<file path="config.mk">
export PLATFORM = sky130hd
export DESIGN_NAME = grf_wport_arb_flat
export DESIGN_NICKNAME = d
export VERILOG_FILES = /design/src/rtl/grf_wport_arb_if.sv /design/src/rtl/grf_wport_arb.sv /design/src/flat_wrapper.sv
export SDC_FILE = /design/constraint.sdc
export NUM_CORES = 1
export LEC_CHECK = 0
export CAP_MARGIN = 20
export CORE_ASPECT_RATIO = 0.8
export CORE_MARGIN = 5
export CORE_UTILIZATION = 47
export DETAILED_ROUTE_END_ITERATION = 8
export PLACE_DENSITY = 0.81
export SLEW_MARGIN = 30
export SYNTH_ARGS = -nofsm -noshare
export SYNTH_HDL_FRONTEND = slang
export SYNTH_SLANG_ARGS = --single-unit
</file>
<file path="constraint.sdc">
create_clock -name clk -period 2 [get_ports clk]
set_input_delay 0.4 -clock clk [delete_from_list [all_inputs] [get_ports clk]]
set_output_delay 0.4 -clock clk [all_outputs]
set_load 0.01 [all_outputs]
</file>
<file path="src/rtl/grf_wport_arb_if.sv">
// GRF write-port bundle: W-stage request, MDU valid/ready request, registered GRF port
// and debug visibility of the arbiter state and starvation counter.
interface grf_wport_arb_if #(
    parameter int CNT_W = 2
);
    // W stage has no ready; it must present w_we=0 whenever stall_out=1.
    // MDU transfer completes in any cycle with mdu_valid=1 and mdu_ready=1; the
    // MDU holds mdu_valid and its payload stable until then.
    logic             w_we;
    logic [4:0]       w_a3;
    logic [31:0]      w_wd;
    logic [31:0]      w_pc;
    logic             mdu_valid;
    logic [4:0]       mdu_a3;
    logic [31:0]      mdu_wd;
    logic [31:0]      mdu_pc;
    logic             mdu_ready;
    logic             stall_out;
    logic             grf_we;
    logic [4:0]       grf_a3;
    logic [31:0]      grf_wd;
    logic [31:0]      grf_pc;
    logic [1:0]       dbg_state;
    logic [CNT_W-1:0] dbg_wait_cnt;

    modport master (
        output w_we, w_a3, w_wd, w_pc, mdu_valid, mdu_a3, mdu_wd, mdu_pc,
        input  mdu_ready, stall_out, grf_we, grf_a3, grf_wd, grf_pc,
        input  dbg_state, dbg_wait_cnt
    );

    modport slave (
        input  w_we, w_a3, w_wd, w_pc, mdu_valid, mdu_a3, mdu_wd, mdu_pc,
        output mdu_ready, stall_out, grf_we, grf_a3, grf_wd, grf_pc,
        output dbg_state, dbg_wait_cnt
    );
endinterface

</file>
<file path="src/rtl/grf_wport_arb.sv">
// Single GRF write port shared by the W stage and a multi-cycle MDU. W normally wins;
// a starved MDU result is forced in and the displaced W write parks in a 1-entry hold.
module grf_wport_arb #(
    parameter int STARVE_LIMIT = 3
) (
    input  logic            clk,
    input  logic            reset,
    grf_wport_arb_if.slave  bus
);
    localparam int CNT_W = (STARVE_LIMIT < 1) ? 1 : $clog2(STARVE_LIMIT + 1);
    localparam logic [CNT_W-1:0] LIMIT = CNT_W'(STARVE_LIMIT);

    typedef enum logic [1:0] {
        S_IDLE  = 2'd0,
        S_MWAIT = 2'd1,
        S_FORCE = 2'd2
    } state_t;

    state_t           r_state;
    state_t           w_state_nxt;
    logic [CNT_W-1:0] r_wait_cnt;
    logic [CNT_W-1:0] w_wait_nxt;
    logic [4:0]       r_hold_a3;
    logic [31:0]      r_hold_wd;
    logic [31:0]      r_hold_pc;
    logic             r_grf_we;
    logic [4:0]       r_grf_a3;
    logic [31:0]      r_grf_wd;
    logic [31:0]      r_grf_pc;
    logic             w_hold_valid;
    logic             w_grant;
    logic             w_capture;
    logic             w_sel_we;
    logic [4:0]       w_sel_a3;
    logic [31:0]      w_sel_wd;
    logic [31:0]      w_sel_pc;

    // The hold entry is full exactly while the FSM sits in FORCE.
    assign w_hold_valid = (r_state == S_FORCE);

    always_comb begin
        w_state_nxt = S_IDLE;
        w_wait_nxt  = r_wait_cnt;
        w_grant     = 1'b0;
        w_capture   = 1'b0;
        w_sel_we    = 1'b0;
        w_sel_a3    = r_grf_a3;
        w_sel_wd    = r_grf_wd;
        w_sel_pc    = r_grf_pc;

        if (w_hold_valid) begin
            // Any w_we presented now is a protocol violation and is dropped.
            w_sel_we = 1'b1;
            w_sel_a3 = r_hold_a3;
            w_sel_wd = r_hold_wd;
            w_sel_pc = r_hold_pc;
        end else if (bus.mdu_valid && bus.w_we && (bus.w_a3 == bus.mdu_a3) && (bus.w_a3 != 5'd0)) begin
            // Younger W overwrites the same register, so the MDU result is dead.
            w_grant    = 1'b1;
            w_wait_nxt = '0;
            w_sel_we   = 1'b1;
            w_sel_a3   = bus.w_a3;
            w_sel_wd   = bus.w_wd;
            w_sel_pc   = bus.w_pc;
        end else if (bus.mdu_valid && (!bus.w_we || (bus.w_a3 == 5'd0))) begin
            w_grant    = 1'b1;
            w_wait_nxt = '0;
            w_sel_we   = 1'b1;
            w_sel_a3   = bus.mdu_a3;
            w_sel_wd   = bus.mdu_wd;
            w_sel_pc   = bus.mdu_pc;
        end else if (bus.mdu_valid && (r_wait_cnt == LIMIT)) begin
            w_grant    = 1'b1;
            w_capture  = 1'b1;
            w_wait_nxt = '0;
            w_sel_we   = 1'b1;
            w_sel_a3   = bus.mdu_a3;
            w_sel_wd   = bus.mdu_wd;
            w_sel_pc   = bus.mdu_pc;
        end else if (bus.w_we) begin
            w_sel_we = 1'b1;
            w_sel_a3 = bus.w_a3;
            w_sel_wd = bus.w_wd;
            w_sel_pc = bus.w_pc;
            if (bus.mdu_valid && (r_wait_cnt != LIMIT)) begin
                w_wait_nxt = r_wait_cnt + CNT_W'(1);
            end
        end

        if (!bus.mdu_valid) begin
            w_wait_nxt = '0;
        end

        if (w_capture) begin
            w_state_nxt = S_FORCE;
        end else if (bus.mdu_valid && !w_grant) begin
            w_state_nxt = S_MWAIT;
        end
    end

    always_ff @(posedge clk or negedge reset) begin
        if (!reset) begin
            r_state    <= S_IDLE;
            r_wait_cnt <= '0;
            r_hold_a3  <= 5'd0;
            r_hold_wd  <= 32'd0;
            r_hold_pc  <= 32'd0;
            r_grf_we   <= 1'b0;
            r_grf_a3   <= 5'd0;
            r_grf_wd   <= 32'd0;
            r_grf_pc   <= 32'd0;
        end else begin
            r_state    <= w_state_nxt;
            r_wait_cnt <= w_wait_nxt;
            if (w_capture) begin
                r_hold_a3 <= bus.w_a3;
                r_hold_wd <= bus.w_wd;
                r_hold_pc <= bus.w_pc;
            end
            // Destination 0 still updates the trace fields but never raises grf_we.
            r_grf_we <= w_sel_we && (w_sel_a3 != 5'd0);
            r_grf_a3 <= w_sel_a3;
            r_grf_wd <= w_sel_wd;
            r_grf_pc <= w_sel_pc;
        end
    end

    assign bus.mdu_ready    = reset && w_grant;
    assign bus.stall_out    = w_hold_valid;
    assign bus.grf_we       = r_grf_we;
    assign bus.grf_a3       = r_grf_a3;
    assign bus.grf_wd       = r_grf_wd;
    assign bus.grf_pc       = r_grf_pc;
    assign bus.dbg_state    = r_state;
    assign bus.dbg_wait_cnt = r_wait_cnt;
endmodule

</file>
<file path="src/flat_wrapper.sv">
// flat-port wrapper written by rule: the top's interface ports become plain ports
module grf_wport_arb_flat 
#(
    parameter int STARVE_LIMIT = 3
)
  (clk, reset, bus_w_we, bus_w_a3, bus_w_wd, bus_w_pc, bus_mdu_valid, bus_mdu_a3, bus_mdu_wd, bus_mdu_pc, bus_mdu_ready, bus_stall_out, bus_grf_we, bus_grf_a3, bus_grf_wd, bus_grf_pc, bus_dbg_state, bus_dbg_wait_cnt);
  grf_wport_arb_if bus_i ();
  input  logic clk;
  input  logic reset;
  input wire logic [$bits(bus_i.w_we)-1:0] bus_w_we;
  input wire logic [$bits(bus_i.w_a3)-1:0] bus_w_a3;
  input wire logic [$bits(bus_i.w_wd)-1:0] bus_w_wd;
  input wire logic [$bits(bus_i.w_pc)-1:0] bus_w_pc;
  input wire logic [$bits(bus_i.mdu_valid)-1:0] bus_mdu_valid;
  input wire logic [$bits(bus_i.mdu_a3)-1:0] bus_mdu_a3;
  input wire logic [$bits(bus_i.mdu_wd)-1:0] bus_mdu_wd;
  input wire logic [$bits(bus_i.mdu_pc)-1:0] bus_mdu_pc;
  output wire logic [$bits(bus_i.mdu_ready)-1:0] bus_mdu_ready;
  output wire logic [$bits(bus_i.stall_out)-1:0] bus_stall_out;
  output wire logic [$bits(bus_i.grf_we)-1:0] bus_grf_we;
  output wire logic [$bits(bus_i.grf_a3)-1:0] bus_grf_a3;
  output wire logic [$bits(bus_i.grf_wd)-1:0] bus_grf_wd;
  output wire logic [$bits(bus_i.grf_pc)-1:0] bus_grf_pc;
  output wire logic [$bits(bus_i.dbg_state)-1:0] bus_dbg_state;
  output wire logic [$bits(bus_i.dbg_wait_cnt)-1:0] bus_dbg_wait_cnt;
  assign bus_i.w_we = bus_w_we;
  assign bus_i.w_a3 = bus_w_a3;
  assign bus_i.w_wd = bus_w_wd;
  assign bus_i.w_pc = bus_w_pc;
  assign bus_i.mdu_valid = bus_mdu_valid;
  assign bus_i.mdu_a3 = bus_mdu_a3;
  assign bus_i.mdu_wd = bus_mdu_wd;
  assign bus_i.mdu_pc = bus_mdu_pc;
  assign bus_mdu_ready = bus_i.mdu_ready;
  assign bus_stall_out = bus_i.stall_out;
  assign bus_grf_we = bus_i.grf_we;
  assign bus_grf_a3 = bus_i.grf_a3;
  assign bus_grf_wd = bus_i.grf_wd;
  assign bus_grf_pc = bus_i.grf_pc;
  assign bus_dbg_state = bus_i.dbg_state;
  assign bus_dbg_wait_cnt = bus_i.dbg_wait_cnt;
  grf_wport_arb #(.STARVE_LIMIT(STARVE_LIMIT)) u_core (.clk(clk), .reset(reset), .bus(bus_i));
endmodule
</file>
==> run_results.csv, run 1 <==
group,metric,value,unit
setup_path,crit_chain,"ha_2 -> nor2b_4 -> o22ai_4 -> o21bai_4 -> and3_1 -> buf_2",
drt,drt_wl_total,24000,um
setup_path,worst-path-stages,6,
setup_path,end_kind,"output pin",
setup_path,r2r_cells,8,
final_layout,most-common-layout-cells,"202 x clkdlybuf4s50_1, 143 x dfrtp_1, 72 x o21ai_0, 71 x nand2_1, 67 x mux2_2",
clocking,holdBufCountCts,0,
floorplanning,initial_core_util,48.0,%
clocking,ctsHtreeMaxLevel,4,
power_and_ir_drop,p_seq_share,42.0,%
global_routing,antenna_found_initial,0,
sta,drv_slew,0,
outcome,status,"complete, but fails checks",
floorplanning,die-area,17200,sq um
worst_hold_path,min_path_type,"input port to async pin",
outcome,failed_checks,"setup timing",
yosys,seq_area_frac_synth,52.0,%
sta,period_share,105,%
setup_path,worstSetupPathType,"flop to output pin",
yosys,ys_ff_latch,143,
setup_path,slowest_delay,390,ps
floorplanning,core,14300,sq um
global_routing,grt.total_usage,24.8,%
drt,avgRoutedWirePerCell,22.1,um
clocking,path_clk_slew,60,ps
yosys,avgSynthCellArea,10.5,sq um
final_layout,nets,1032,
global_routing,use_met1,31.4,%
setup_path,critPathTopFamily,"flip-flops",
setup_path,cp_num_buf_inv,1,
power_and_ir_drop,ir_drop,0.577,mV
yosys,synth_fp_nets,797,
global_routing,grt_pass1_wl,35000,um
final_layout,fin_util,74.6,%
floorplanning,row_count,39,
drt,drt_iter0_drc,463,
yosys,yosys_warnings,0,
setup_path,required,1600,ps
floorplanning,io_pins,218,
sta,worst_hold_slack,102,ps
setup_path,crit_fanout,2,
power_and_ir_drop,power.internal,6.38,mW
drt,drtAntennaViolNets,0,
power_and_ir_drop,power_switching,2.28,mW
setup_path,slowest_stage,"dfrtp_1",
final_layout,mostFrequentLayoutCell,"clkdlybuf4s50_1",
power_and_ir_drop,p_clk_share,35.6,%
yosys,synth-edff-count,0,
clocking,cts_tree,"yes",
clocking,clock_sinks,143,
clocking,cts_root_buf,"clkbuf_16",
yosys,synth_top_flop_cell,"dfrtp_1",
final_layout,area_growth,55.5,%
sta,final.setup_skew,5.93,ps
sta,worst_slew_pin_slew,768,ps
yosys,synthCells,654,
final_layout,stdcell_count,1085,
placement,dp_cells,1034,
floorplanning,die_w,145,um
drt,vias,6460,
setup_path,startpoint_type,"flop",
clocking,cts_buffers,17,
global_routing,gr-usage-met2,41.5,%
placement,hpwlAfterDp,14400,um
drt,drc,0,
placement,gp_congestion,0.852,
yosys,ys_async_sr_fraction,100,%
placement,pre_cts_ws,-790,ps
sta,slew_headroom,48.8,%
clocking,clk_path_buf_depth,2,
sta,setup_slack,-93.4,ps
sta,finalSetupViolCount,66,
sta,rsz0062_at_grt,"true",
power_and_ir_drop,p_sw_share,26.3,%
sta,period_needed,2090,ps
setup_path,cp_data_arrival_time,1690,ps
final_layout,layout-drive-gt1-share,24.5,%
global_routing,top_usage_layer,"met2",
power_and_ir_drop,powerDensity,809,nW/um^2
global_routing,met3_usage,5.85,%
floorplanning,fp.dieH,118,um
drt,viasPerCell,5.95,
global_routing,grt_pass1_vias,6613,
global_routing,grt-ovfl-total,0,
placement,port_buffers,217,
run,maxCapViolations,0,
clocking,insertion_delay,420,ps
sta,hold_viol,0,
yosys,ys_types,38,
sta,max_freq,478,MHz
yosys,syn_area,6890,sq um
global_routing,grt_max_degree,144,
power_and_ir_drop,pwr-share-comb,22.4,%
drt,dr.pass1.iters,5,
final_layout,num_antenna_cells,0,
power_and_ir_drop,power.leakage,4.55,nW
[routing by layer]
| metal | part of all wire, % | wire length (um) | vias to the layer above |
|---|---|---|---|
| met2 | 49 | 11800 | 379 |
| met5 | 0 | 0 | - |
| met3 | 8.7 | 2100 | 57 |
| met4 | 3.0 | 723 | 0 |
| met1 | 39 | 9400 | 3174 |
| li1 | - | - | 2850 |
[through the flow]
| stage | power [mW] | setup TNS [ps] | instance area (sq um) |
|---|---|---|---|
| after floorplan | 4.38 | 0 | 6890 |
| after global placement | 5.32 | -76300 | 9490 |
| after detailed placement | 5.41 | -81180 | 9490 |
| after CTS | 8.51 | -2710 | 10200 |
| after global routing | 8.99 | -4550 | 10700 |
| final | 8.66 | -1110 | 10700 |
[cells in the mapped netlist (all sizes together) (2+ instances only)]
cell type    n  area (sq um)
a21oi        5          25.0
nand2       72           270
a211oi      64           480
a21o         2          15.0
buf         24           130
nor2         9          36.3
o21a        65           488
clkbuf      33           124
o21ai      132           661
nor3         2          10.0
mux2i        4          40.0
or3          3          18.8
inv          2          7.50
mux2        71           800
nand3        3          15.0
xnor2        5          43.8
dfrtp      143          3580
[sequential cells by signal, indices dropped and copies added, names as in the netlist, 2 cells and up]
name / flops
u_core.bus.grf_wd: 32
u_core.r_hold_pc: 32
u_core.bus.grf_pc: 32
u_core.bus.grf_a3: 5
u_core.r_hold_a3: 5
u_core.bus.dbg_wait_cnt: 2
u_core.bus.dbg_state: 2
u_core.r_hold_wd: 32
[area by class of cell]
cell class | count | area, sq um
clock inverter | 12 | 119
tap | 184 | 230
sequential | 143 | 3580
fill | 912 | 3640
inverter | 2 | 12.5
timing repair buffer | 273 | 2900
multi-input combinational | 452 | 3410
clock buffer | 19 | 453
[what timing repair did]
item,CTS,global route
setup buffers,5,5
setup endpoints to repair,136,133
pin swaps,11,25
gates cloned,0,10
gates resized for setup,36,75
[worst paths after layout]
path / from / endpoint / slack, ps
max: u_core.bus.dbg_wait_cnt[0]$_DFFE_PN0P_ / bus_mdu_ready / -90
min: reset / u_core.bus.grf_a3[0]$_DFF_PN0_ / 100
max reg2reg: u_core.bus.dbg_wait_cnt[0]$_DFFE_PN0P_ / u_core.bus.grf_we$_DFF_PN0_ / -30
min reg2reg: u_core.bus.grf_pc[14]$_DFFE_PN0P_ / u_core.bus.grf_pc[14]$_DFFE_PN0P_ / 480
max in group asynchronous: reset / u_core.bus.grf_wd[20]$_DFFE_PN0P_ / 1330
min in group clk: bus_w_a3[0] / u_core.r_hold_a3[0]$_DFFE_PN0P_ / 320
[power by group through the flow]
stage | clock [mW] | combinational, mW | sequential (mW)
5_1_grt | 3.24 | 2.07 | 3.68
4_1_cts | 3.11 | 1.78 | 3.62
3_5_place_dp | 0 | 1.74 | 3.67
2_1_floorplan | 0 | 0.692 | 3.69
6_report | 3.08 | 1.94 | 3.64
3_3_place_gp | 0 | 1.68 | 3.64
[worst register-to-register path, cell delays in order (launching register included)]
cell and delay [ps]:
dfrtp_1 390, ha_2 220, nor2b_4 140, o22ai_4 80, buf_4 170, mux2i_1 180
nor3_2 260, o21ai_1 110, o41a_1 360
[logic make-up after synthesis]
| group | synth area share (%) |
|---|---|
| xor gates and xnor gates | 0.636 |
| AOI/OAI and AO/OA | 25.4 |
| muxes | 12.2 |
| DFF | 52.0 |
| adders and majority gates | 0.182 |
| and+or+nand+nor | 5.82 |
| buffers and inverters | 3.80 |
Note: power is estimated with default switching activity, not from simulation.
==> run 2, diff against run 1 <==
- CTS_CLUSTER_SIZE: not set -> 30
==> results of run 2 <==
No change in the layout: final DEF, timing and power equal those of run 1.
==> run 3, diff against run 2 <==
- MAX_ROUTING_LAYER: not set -> met4
==> run 3 against run 2 <==
Net effect: the flow still finishes with violations (setup timing); clock skew increased by 5.4 ps; clock power about the same; cell area increased by 1.2%; critical path depth unchanged; non-clock buffer count decreased by 1; wire length about the same; clock-buffer cell count unchanged; fmax increased by 0.41%; combinational power about the same; sequential share of layout area decreased by 0.40 points; sequential power about the same; register-to-register slack improved by 20 ps; highest routed layer unchanged.
==> run_results.csv, run 3 (synthesis results as in run 1) <==
group,metric,value,unit
global_routing,grt.total_usage,25.6,%
setup_path,required,1600,ps
power_and_ir_drop,power.leakage,4.58,nW
sta,max_freq,480,MHz
clocking,cts_root_buf,"clkbuf_16",
sta,hold_viol,0,
floorplanning,io_pins,218,
power_and_ir_drop,power.internal,6.41,mW
run,maxCapViolations,0,
clocking,clock_sinks,143,
sta,rsz0062_at_grt,"true",
final_layout,num_antenna_cells,0,
sta,worst_hold_slack,8.70,ps
placement,hpwlAfterDp,14400,um
setup_path,r2r-start,"u_core.bus.dbg_wait_cnt[0]$_DFFE_PN0P_",
floorplanning,initial_core_util,48.0,%
outcome,failed_checks,"setup timing",
setup_path,crit_fanout,2,
clocking,insertion_delay,420,ps
floorplanning,core,14300,sq um
setup_path,endpoint,"bus_mdu_ready",
sta,finalSetupViolCount,71,
sta,worst_slew_pin_slew,869,ps
global_routing,grt_max_degree,144,
floorplanning,die-area,17200,sq um
sta,final.setup_skew,11.3,ps
clocking,cts_buffers,17,
final_layout,area_growth,57.4,%
clocking,clk_path_buf_depth,2,
power_and_ir_drop,ir_drop,0.580,mV
setup_path,end_kind,"output pin",
floorplanning,die_w,145,um
global_routing,grt_pass1_vias,6611,
final_layout,mostFrequentLayoutCell,"clkdlybuf4s50_1",
placement,gp_congestion,0.866,
setup_path,r2r_slack,-10,ps
drt,viasPerCell,5.97,
setup_path,r2r_cells,8,
clocking,ctsHtreeMaxLevel,4,
sta,drv_slew,0,
power_and_ir_drop,power_switching,2.30,mW
global_routing,antenna_found_initial,0,
drt,drtAntennaViolNets,0,
final_layout,most-common-layout-cells,"202 x clkdlybuf4s50_1, 143 x dfrtp_1, 71 x nand2_1, 67 x mux2_2, 67 x o21ai_0",
drt,vias,6472,
setup_path,startpoint_type,"flop",
clocking,holdBufCountCts,0,
drt,drc,0,
setup_path,crit_start,"u_core.bus.dbg_wait_cnt[0]$_DFFE_PN0P_",
global_routing,grt-ovfl-total,0,
power_and_ir_drop,p_clk_share,35.5,%
outcome,status,"complete, but fails checks",
power_and_ir_drop,p_sw_share,26.4,%
sta,slew_headroom,42.1,%
final_layout,layout-drive-gt1-share,27.0,%
global_routing,grt_pass1_wl,35000,um
final_layout,n_fill_cell,879,
clocking,path_clk_slew,60,ps
floorplanning,fp.dieH,118,um
sta,setup_slack,-84.8,ps
power_and_ir_drop,p_seq_share,41.8,%
setup_path,timing.rr.end,"u_core.bus.grf_we$_DFF_PN0_",
placement,port_buffers,217,
sta,period_share,104,%
floorplanning,row_count,39,
power_and_ir_drop,totalPowerFinal,8.71,mW
final_layout,nets,1031,
clocking,cts_tree,"yes",
power_and_ir_drop,powerDensity,804,nW/um^2
placement,dpl-instance-area,9490,sq um
worst_hold_path,min_path_type,"input port to async pin",
drt,avgRoutedWirePerCell,22.1,um
sta,period_needed,2080,ps
power_and_ir_drop,pwr-share-comb,22.7,%
final_layout,stdcell_area,10800,sq um
setup_path,cp_data_arrival_time,1680,ps
drt,drt_iter0_drc,495,
drt,dr.pass1.iters,7,
drt,drt_wl_total,24000,um
setup_path,worstSetupPathType,"flop to output pin",
[run 3: cell count changes in the layout (fill, tap and decap cells not counted)]
cell,previous run,this run
a211oi_4,5,7
o21a_1,64,65
o21ai_1,59,64
o21ai_0,72,67
buf_12,13,14
a211oi_1,26,2
o21a_4,1,0
buf_4,28,27
buf_6,8,7
a211oi_2,33,55
[run 3: worst min-delay path by stage]
| stage | start | endpoint | cells after the start | slack (ps) |
|---|---|---|---|---|
| final | reset | u_core.bus.grf_a3[0]$_DFF_PN0_ | 2 | 9 |
| after global routing | reset | u_core.r_hold_a3[2]$_DFFE_PN0P_ | 2 | 180 |
| after CTS | reset | u_core.bus.grf_a3[2]$_DFF_PN0_ | 2 | 150 |
| after detailed placement | u_core.bus.grf_pc[14]$_DFFE_PN0P_ | u_core.bus.grf_pc[14]$_DFFE_PN0P_ | 2 | 470 |
| after global placement | u_core.r_hold_wd[3]$_DFFE_PN0P_ | u_core.r_hold_wd[3]$_DFFE_PN0P_ | 1 | 460 |
| after floorplan | reset | u_core.bus.dbg_state[0]$_DFF_PN0_ | 0 | 100 |
[run 3: per-stage QoR]
step                      util, %  std cells  worst slack (ps)  TNS [ps]
after floorplan                 -        654              88.2         0
after global placement       66.1       1034              -759    -76300
after detailed placement     66.1       1034              -790    -81180
after CTS                    71.0       1070             -75.6     -2710
after global routing         75.5       1084              -130     -5050
final                        75.5       1084             -84.8     -1850
[run 3: metal layers]
metal	global-route usage, %	vias up	part of all wire [%]
met5	-	-	0
met4	8.92	0	2.9
met3	5.93	58	7.2
met2	41.4	339	49
met1	31.7	3230	41
li1	-	2845	-
[run 3: timing repair]
action | CTS | global route
resized for setup | 36 | 108
endpoints found under the setup margin | 136 | 133
buffers inserted | 5 | 5
pin swaps | 11 | 56
cloned | 0 | 9
[run 3: critical path, cell delays in order (launching register included)]
cell and delay [ps]:
dfrtp_1 390, ha_2 220, nor2b_4 140, o22ai_4 80
o21bai_4 180, and3_1 140, buf_2 130
[run 3: power groups by stage]
stage / Clock, mW / Combinational, mW / Sequential, mW
final: 3.09 / 1.97 / 3.64
after global routing: 3.25 / 2.11 / 3.68
after CTS: 3.11 / 1.78 / 3.62
after detailed placement: 0 / 1.74 / 3.67
after global placement: 0 / 1.68 / 3.64
after floorplan: 0 / 0.692 / 3.69
[run 3: final cells by class]
type,count,area (sq um),area share (%)
flip-flops and latches,143,3580,33.0
multi-input cells,452,3540,32.7
repair buffers,272,2900,26.8
clock buffers,19,453,4.18
well taps,184,230,2.12
clock inverters,12,119,1.10
inverters,2,12.5,0.115
